$ cat config.mk
export PLATFORM = sky130hd
export DESIGN_NAME = fetch_pipe_ctrl
export DESIGN_NICKNAME = d
export VERILOG_FILES = /design/src/rtl/fetch_pkg.sv /design/src/rtl/fetch_redirect_buf.sv /design/src/rtl/fetch_pipe_ctrl.sv
export SDC_FILE = /design/constraint.sdc
export NUM_CORES = 1
export LEC_CHECK = 0
export ABC_AREA = 1
export CORE_MARGIN = 1.5
export CORE_UTILIZATION = 38
export DETAILED_ROUTE_END_ITERATION = 7
export PLACE_DENSITY = 0.71
export REMOVE_ABC_BUFFERS = 1
export SLEW_MARGIN = 30
export SYNTH_ARGS = -nofsm -noshare
export SYNTH_HDL_FRONTEND = slang
export SYNTH_SLANG_ARGS = --single-unit
export TNS_END_PERCENT = 30
$ cat constraint.sdc
create_clock -name clk -period 1.74 [get_ports clk]
set_input_delay 0.174 -clock clk [delete_from_list [all_inputs] [get_ports clk]]
set_output_delay 0.174 -clock clk [all_outputs]
set_load 0.01 [all_outputs]
$ cat src/rtl/fetch_pkg.sv
// rtl/fetch_pkg.sv - shared constants, state encoding and byte-swap helper for the fetch stage
package fetch_pkg;

    localparam logic [31:0] FETCH_RESET_PC = 32'h0000_0000;
    localparam logic [31:0] FETCH_NOP_INST = 32'h0000_0013;

    typedef enum logic [1:0] {
        ST_RUN,
        ST_FROZEN,
        ST_FROZEN_REDIR
    } fetch_state_e;

    function automatic logic [31:0] byte_swap(input logic [31:0] w);
        return {w[7:0], w[15:8], w[23:16], w[31:24]};
    endfunction

endpackage

$ cat src/rtl/fetch_redirect_buf.sv
// rtl/fetch_redirect_buf.sv - holds the latest redirect seen while the pipeline is frozen
module fetch_redirect_buf
    import fetch_pkg::*;
(
    input  logic        clk,
    input  logic        rst,
    input  logic        mem_stall,
    input  logic        redirect_en,
    input  logic [31:0] redirect_pc,
    output logic        pend_valid,
    output logic [31:0] pend_pc
);

    fetch_state_e state_q, state_d;
    logic [31:0]  pend_pc_q, pend_pc_d;

    always_ff @(posedge clk) begin
        if (rst) begin
            state_q   <= ST_RUN;
            pend_pc_q <= 32'h0;
        end else begin
            state_q   <= state_d;
            pend_pc_q <= pend_pc_d;
        end
    end

    // Any advance cycle consumes (or supersedes) the pending target, so RUN is unconditional there.
    always_comb begin
        state_d   = state_q;
        pend_pc_d = pend_pc_q;
        if (!mem_stall) begin
            state_d = ST_RUN;
        end else if (redirect_en) begin
            state_d   = ST_FROZEN_REDIR;
            pend_pc_d = {redirect_pc[31:2], 2'b00};
        end else if (state_q == ST_RUN) begin
            state_d = ST_FROZEN;
        end
    end

    assign pend_valid = (state_q == ST_FROZEN_REDIR);
    assign pend_pc    = pend_pc_q;

endmodule

$ cat src/rtl/fetch_pipe_ctrl.sv
// rtl/fetch_pipe_ctrl.sv - PC register, I-cache request, IF/ID register and ID/EX bubble control
module fetch_pipe_ctrl
    import fetch_pkg::*;
#(
    parameter logic [31:0] RESET_PC  = FETCH_RESET_PC,
    parameter logic [31:0] NOP_INST  = FETCH_NOP_INST,
    parameter bit          INST_SWAP = 1'b1
) (
    input  logic        clk,
    input  logic        rst,
    input  logic        hazard_stall,
    input  logic        hazard_flush,
    input  logic        hazard_mux,
    input  logic        redirect_en,
    input  logic [31:0] redirect_pc,
    input  logic        mem_stall,
    output logic        ICACHE_ren,
    output logic [29:0] ICACHE_addr,
    input  logic [31:0] ICACHE_rdata,
    output logic [31:0] pc_if,
    output logic [31:0] IF_ID_pc,
    output logic [31:0] IF_ID_inst,
    output logic        IF_ID_valid,
    output logic        ID_EX_bubble
);

    logic [31:0] pc_q, pc_d;
    logic [31:0] if_id_pc_q, if_id_pc_d;
    logic [31:0] if_id_inst_q, if_id_inst_d;
    logic        if_id_valid_q, if_id_valid_d;
    logic        id_ex_bubble_q, id_ex_bubble_d;
    logic        pend_valid;
    logic [31:0] pend_pc;
    logic [31:0] fetched_inst;

    fetch_redirect_buf u_redirect_buf (
        .clk         (clk),
        .rst         (rst),
        .mem_stall   (mem_stall),
        .redirect_en (redirect_en),
        .redirect_pc (redirect_pc),
        .pend_valid  (pend_valid),
        .pend_pc     (pend_pc)
    );

    assign fetched_inst = INST_SWAP ? byte_swap(ICACHE_rdata) : ICACHE_rdata;

    always_ff @(posedge clk) begin
        if (rst) begin
            pc_q           <= RESET_PC;
            if_id_pc_q     <= 32'h0;
            if_id_inst_q   <= NOP_INST;
            if_id_valid_q  <= 1'b0;
            id_ex_bubble_q <= 1'b1;
        end else begin
            pc_q           <= pc_d;
            if_id_pc_q     <= if_id_pc_d;
            if_id_inst_q   <= if_id_inst_d;
            if_id_valid_q  <= if_id_valid_d;
            id_ex_bubble_q <= id_ex_bubble_d;
        end
    end

    // A live EX redirect is younger than any buffered one, so it wins even over the pending target.
    always_comb begin
        pc_d           = pc_q;
        if_id_pc_d     = if_id_pc_q;
        if_id_inst_d   = if_id_inst_q;
        if_id_valid_d  = if_id_valid_q;
        id_ex_bubble_d = id_ex_bubble_q;
        if (!mem_stall) begin
            id_ex_bubble_d = hazard_mux;
            if (redirect_en) begin
                pc_d          = {redirect_pc[31:2], 2'b00};
                if_id_inst_d  = NOP_INST;
                if_id_valid_d = 1'b0;
            end else if (pend_valid) begin
                pc_d          = pend_pc;
                if_id_inst_d  = NOP_INST;
                if_id_valid_d = 1'b0;
            end else if (hazard_stall) begin
                pc_d = pc_q;
            end else if (hazard_flush) begin
                pc_d          = pc_q + 32'd4;
                if_id_inst_d  = NOP_INST;
                if_id_valid_d = 1'b0;
            end else begin
                pc_d          = pc_q + 32'd4;
                if_id_pc_d    = pc_q;
                if_id_inst_d  = fetched_inst;
                if_id_valid_d = 1'b1;
            end
        end
    end

    assign ICACHE_ren   = ~rst;
    assign ICACHE_addr  = pc_q[31:2];
    assign pc_if        = pc_q;
    assign IF_ID_pc     = if_id_pc_q;
    assign IF_ID_inst   = if_id_inst_q;
    assign IF_ID_valid  = if_id_valid_q;
    assign ID_EX_bubble = id_ex_bubble_q;

endmodule

# --- Yosys cells after proc, flatten, opt, wreduce, memory -nomap -nowiden ---
# Cells that the tools add are included.
op_classes:
  bitwise: 6
  muxes: 13
  add_sub_neg: 1
  reduce_logical: 7
  eq_ne: 2
ops:
  columns: ["op", "n"]
  rows:
  - ["32-bit two-way mux", 7]
  - ["32-bit by 3-bit adder with 32-bit output (second input constant)", 1]
  - ["1-bit inverter", 6]
  - ["5-bit AND reduction", 1]
  - ["1-bit two-way mux", 4]
  - ["2-bit two-way mux", 2]
  - ["2-bit AND reduction", 2]
  - ["3-bit by 1-bit inequality test with 1-bit output (second input constant)", 1]
  - ["3-bit OR reduction", 1]
  - ["2-bit == test (second input constant)", 1]
  - ["2-bit zero test", 1]
  - ["2-bit nonzero test", 1]
  - ["2-bit OR reduction", 1]
totals:
  out_inout_bits: 129
  register_bits: 130
  input_bits: 71
  wordCells: 37

# --- Depth between registers and ports, before layout ---
depth:
  word_depth: 4
  depth_mapped: 11
  depth_no_buf: 10

# --- Cells and area by module ---
# From an unflattened synthesis, not the netlist that was laid out.
hier_totals:
  hier_cells: 882
  hier_area_um2: 6274.8
by_module_without_submodules:
  columns: ["module", "area_per_inst_um2", "cells_per_inst", "seq_area_each_um2", "instances"]
  rows:
  - ["fetch_pipe_ctrl", 4942.2, 679, 1961.9, 1]
  - ["fetch_redirect_buf", 1332.5, 203, 640.6, 1]

# --- Least setup slack after synthesis ---
# OpenSTA, ideal clock, no wires.
synth_path:
  path_kind: "register -> register"
  start: "register pc_q[3] (netlist: pc_if[3])"
  end: "register pc_q[22] (netlist: pc_if[22])"
  setup_time_ns: 0.119
  synth_period_minus_slack_ns: 1.504
  t_required_ns: 1.621
  stages_incl_launch_ff: 11
  setup_slack_ns: 0.236
  t_arrival_ns: 1.385
  path_cell_list: "dfxtp_1 -> ha_1 -> nand2_1 -> nor2_1 -> nand2_1 -> nor2_1 -> nand2_1 -> nand2_1 -> nand3_1 -> nand2_1 -> a21oi_1"
synth_via:
  elab_chain_len: 4
synth_rtl:
  columns: ["item", "line", "rtl"]
  rows:
  - ["start, declared", "fetch_pipe_ctrl.sv:27", "logic [31:0] pc_q, pc_d;"]
  - ["start signal, assigned", "fetch_pipe_ctrl.sv:56", "pc_q <= pc_d;"]
  - ["32-bit by 3-bit adder with 32-bit output", "fetch_pipe_ctrl.sv:84, fetch_pipe_ctrl.sv:88", null]
  - ["32-bit two-way mux", "fetch_pipe_ctrl.sv:81", "end else if (hazard_stall) begin"]
  - ["32-bit two-way mux", "fetch_pipe_ctrl.sv:77", "end else if (pend_valid) begin"]
  - ["32-bit two-way mux", "fetch_pipe_ctrl.sv:73", "if (redirect_en) begin"]
# No other way between the ends. The select of a mux whose other input is x is not followed.
# A chain may end at the register's enable or synchronous reset.

# --- Worst setup path in the final report ---
layout_path:
  start: "register pc_q[10] (netlist: pc_if[10])"
  end: "output pc_if[10]"
layout_lines:
  columns: ["item", "line", "rtl"]
  rows:
  - ["end, declared", "fetch_pipe_ctrl.sv:20", "output logic [31:0] pc_if,"]
# No word-level cell between the ends.

==> impl_summary.md <==
Power and ir drop
The total power draw is 7954 uW. The clock network burns 43.5% of the power. For this design the total switching power over the nets is 2042 uW. The power density of the placed cells is 904.1 nW/um^2. Net switching is 25.68% of the power. In this run, the combinational gates consume 16.8% of the power. Registers are responsible for 39.7% of the overall power. The cell internal power dissipation is 5911 uW. IR analysis of the VDD net gives a maximum drop of 689.4 uV. The analysis attributes to cell leakage a power of 0.003400 uW.

Detailed routing
The detailed router placed 6253 vias in this run. The number of vias per cell after detailed routing is 4.904. The number of DRC markers in iteration 0 is 451. The number of DRC violations after detailed routing is 0. The number of detailed-routing iterations run before antenna repair is 8. The detailed-route wire length per cell is 14.42 um.

The wire length after detailed routing is 18380 um. Once detail routing completed, the nets flagged for antenna violations numbered 0.

Timing
Headroom to the max-slew limit came out at 62.37%. The worst clock skew on the final layout is 0.006090 ns. The final clock period utilization by the worst path is 97.32%. The final count of negative-setup-slack endpoints is 0. The measured slew at the worst slew-check pin is 0.5631 ns. Setup repair after global routing left no endpoint under its margin. The final count of hold timing violations is 0.

The fmax is 590.5 MHz. The number of pins with negative max-slew slack in the final report came to 0. The shortest period the worst path allows is 1.693 ns. The smallest setup slack after layout is 0.04658 ns.

Synthesis
The number of instances in the synthesized netlist is 864. By area the synthesized netlist is led by sky130_fd_sc_hd__dfxtp_1 (42%), sky130_fd_sc_hd__nand2_1 (11%), sky130_fd_sc_hd__a21oi_1 (10%), sky130_fd_sc_hd__o21ai_0 (7.6%), sky130_fd_sc_hd__nor2_1 (6.1%). The top cell type by area accounts for 42.17% of the synthesized area. The number of unique standard cell types used by synthesis is 32.

After synthesis, the mean cell area works out to 6.924 um^2. The cell area that synthesis handed to floorplanning was 5982 um^2. The top cell type by total area after synthesis is sky130_fd_sc_hd__dfxtp_1. After synthesis the netlist holds a flip-flop and latch count of 126. The share of the Yosys chip area taken by registers is 42.17%. The count of synthesis-stage warnings from yosys is 0.

Min path
The worst hold path terminates at IF_ID_inst[15]$_SDFFE_PP0P_. The worst hold path was traced through 3 stages. The worst hold path startpoint is ICACHE_rdata[23]. In this run the worst hold path is classified as in -> reg.

Worst setup path
The category of the critical setup timing path is reg -> out. The endpoint kind of the worst setup timing path is a primary output. The number of cells on the worst reg-to-reg path is 9.

The peak per-stage delay on the critical path is 0.53 ns. The largest individual stage delay along the critical path comes from the cell sky130_fd_sc_hd__clkdlybuf4s50_1. The number of buffer and inverter instances along the worst setup path is 2. The critical path goes through buf_4 > clkdlybuf4s50_1. The endpoint of the most critical register-to-register path is pc_if[29]$_SDFFE_PP0P_. The startpoint kind of the worst setup timing path is a flop. The minimum setup slack among reg-to-reg paths is 0.21 ns. The signal arrival time at the worst endpoint is 1.52 ns.

The family with the most delay on the worst path is buffers and inverters. The biggest fanout along the worst timing path is 5. In this run the critical register-to-register path is launched from pc_if[2]$_SDFFE_PP0P_. STA puts the critical path data required time at 1.57 ns.

Floorplanning
The area of the core is 15310 um^2. The die covers 16500 um^2. The number of rows in the core area is 45.

The die is 128.5 um wide. The initial cell density of the core is 39.06%. 200 I/O pins were placed. The die height is 128.5 um.

Clock network
Clock-pin slew was measured on the worst setup and hold paths at 0.06 ns. The number of buffers between clock root and the deepest sink is 2. The number of levels the H-tree was split into is 4. The CTS tree is done. The number of clock buffers inserted by TritonCTS is 17. The clock network latency to the later pin of the worst-skew pair is 0.42 ns.

The cell sitting at the root of the clock tree is a sky130_fd_sc_hd__clkbuf_16. CTS saw 126 sinks.

Cells and area
The final cell area excluding filler cells is 8797 um^2. The number of inserted diodes is 0. In the final layout, the share of cells above drive strength 1 is 10.43%. The area growth from synthesis to final layout is 47.06%. In the layout the commonest cells are sky130_fd_sc_hd__clkdlybuf4s50_1 (192), sky130_fd_sc_hd__nand2_1 (175), sky130_fd_sc_hd__dfxtp_1 (122). The number of nets in the final layout is 1123.

The library cell used most frequently in the layout, excluding fill and tap cells, is sky130_fd_sc_hd__clkdlybuf4s50_1. The post-route core utilization is 57.44%. Counting the fill cells in the layout gives 1443.

GRT
The wire length of the first global-routing pass is 29610 um. The combined global-route utilization of all metal layers is 22.88%. The largest net degree at the start of global routing is 39. The leftover overflow at the end of global routing is 0.

The number of global-route vias before repair is 5839. The initial antenna violation count came to 1.

Placement
Before CTS, the worst setup slack after placement is 0.05992 ns. The global placer's final weighted congestion is 0.8790. The HPWL reported at the end of detailed placement is 13210 um. Buffers placed on the I/O ports in this run total 193.

Once placement finished, the instance area stood at 8208 um^2.

Job
Max-cap violations in this run came to 0.

Status
The flow ran to the end, and the final reports show no timing, DRC or antenna violations.
final cells by class:
| class | count | area (um^2) | area share, % |
|---|---|---|---|
| clock inverter | 6 | 55.05 | 0.6258 |
| tap | 211 | 264.0 | 3.001 |
| clock buffer | 26 | 519.2 | 5.902 |
| timing repair buffer | 249 | 2442 | 27.76 |
| multi-input combinational | 595 | 2754 | 31.30 |
| inverter | 62 | 235.2 | 2.674 |
| sequential | 126 | 2527 | 28.73 |
Yosys cell counts (all sizes together):
| cell | instances |
|---|---|
| nand3 | 52 |
| a211oi | 1 |
| or2 | 2 |
| dfxtp | 126 |
| nor2 | 105 |
| buf | 51 |
| xnor2 | 3 |
| a21oi | 121 |
| inv | 62 |
| o21ai | 112 |
| o21bai | 1 |
| a22oi | 1 |
| clkbuf | 33 |
| nand4 | 1 |
| o211ai | 4 |
| xor2 | 4 |
| conb | 1 |
| o22ai | 3 |
| nand2 | 180 |
| ha | 1 |
how the worst max path moves through the flow:
stage,startpoint,to,cells past startpoint
after floorplan,u_redirect_buf.state_q[1]$_SDFFE_PP0P_,IF_ID_pc[27]$_SDFFE_PP0P_,10
after global placement,redirect_en,pc_if[4]$_SDFFE_PP0P_,8
after detailed placement,redirect_en,pc_if[4]$_SDFFE_PP0P_,8
after CTS,pc_if[14]$_SDFFE_PP0P_,ICACHE_addr[12],2
after global routing,pc_if[10]$_SDFFE_PP0P_,pc_if[10],2
final,pc_if[10]$_SDFFE_PP0P_,pc_if[10],2
per-layer routing:
metal	vias up	global-route usage [%]	wire [um]
met2	243	36.78	8370
met1	2828	28.97	8041
li1	3164	-	-
met3	16	8.274	1782
met5	-	0	13
met4	2	6.543	175
sequential cells by signal (all words and copies together) (netlist names):
register                flops
ID_EX_bubble                1
pc_if                      30
IF_ID_inst                 32
IF_ID_valid                 1
IF_ID_pc                   30
u_redirect_buf.pend_pc     30
u_redirect_buf.state_q      2
tightest hold or removal path: stages:
cell,delay (ns)
sky130_fd_sc_hd__clkdlybuf4s50_1,0.39
sky130_fd_sc_hd__nand2_1,0.06
sky130_fd_sc_hd__a21oi_1,0.05
cells by family after synthesis:
logic type / count (synthesis) / synth area share, %
AND/OR/NAND/NOR: 340 / 23.74
AO/OA/AOI/OAI: 243 / 20.69
buffers and inverters: 146 / 12.11
flip-flops: 126 / 42.17
XOR/XNOR: 7 / 1.025
adder cells (fa/ha/maj): 1 / 0.2091
other: 1 / 0.06269
power by group through the flow:
stage	sequential [uW]	clock (uW)	combinational [uW]
6_report	3160	3460	1330
4_1_cts	3160	3500	1340
2_1_floorplan	3300	0	434
3_3_place_gp	3210	0	1320
5_1_grt	3180	3630	1470
3_5_place_dp	3220	0	1330
metrics by stage:
step / TNS, ns / hold slack, ns / instances
finish: 0 / 0.3004 / 1275
floorplan: -26.93 / 0.2431 / 783
CTS: 0 / 0.2884 / 1275
global route: 0 / 0.2999 / 1275
global placement: 0 / 0.4368 / 1243
detailed placement: 0 / 0.4437 / 1243
what timing repair did:
| action | 4_1_cts | 5_1_grt |
|---|---|---|
| gates resized for setup | 0 | 8 |
| hold buffers | 0 | 0 |
| buffers inserted | 0 | 0 |
| setup endpoints to repair | 0 | 10 |
No activity file was read; power rests on OpenSTA's default activity.
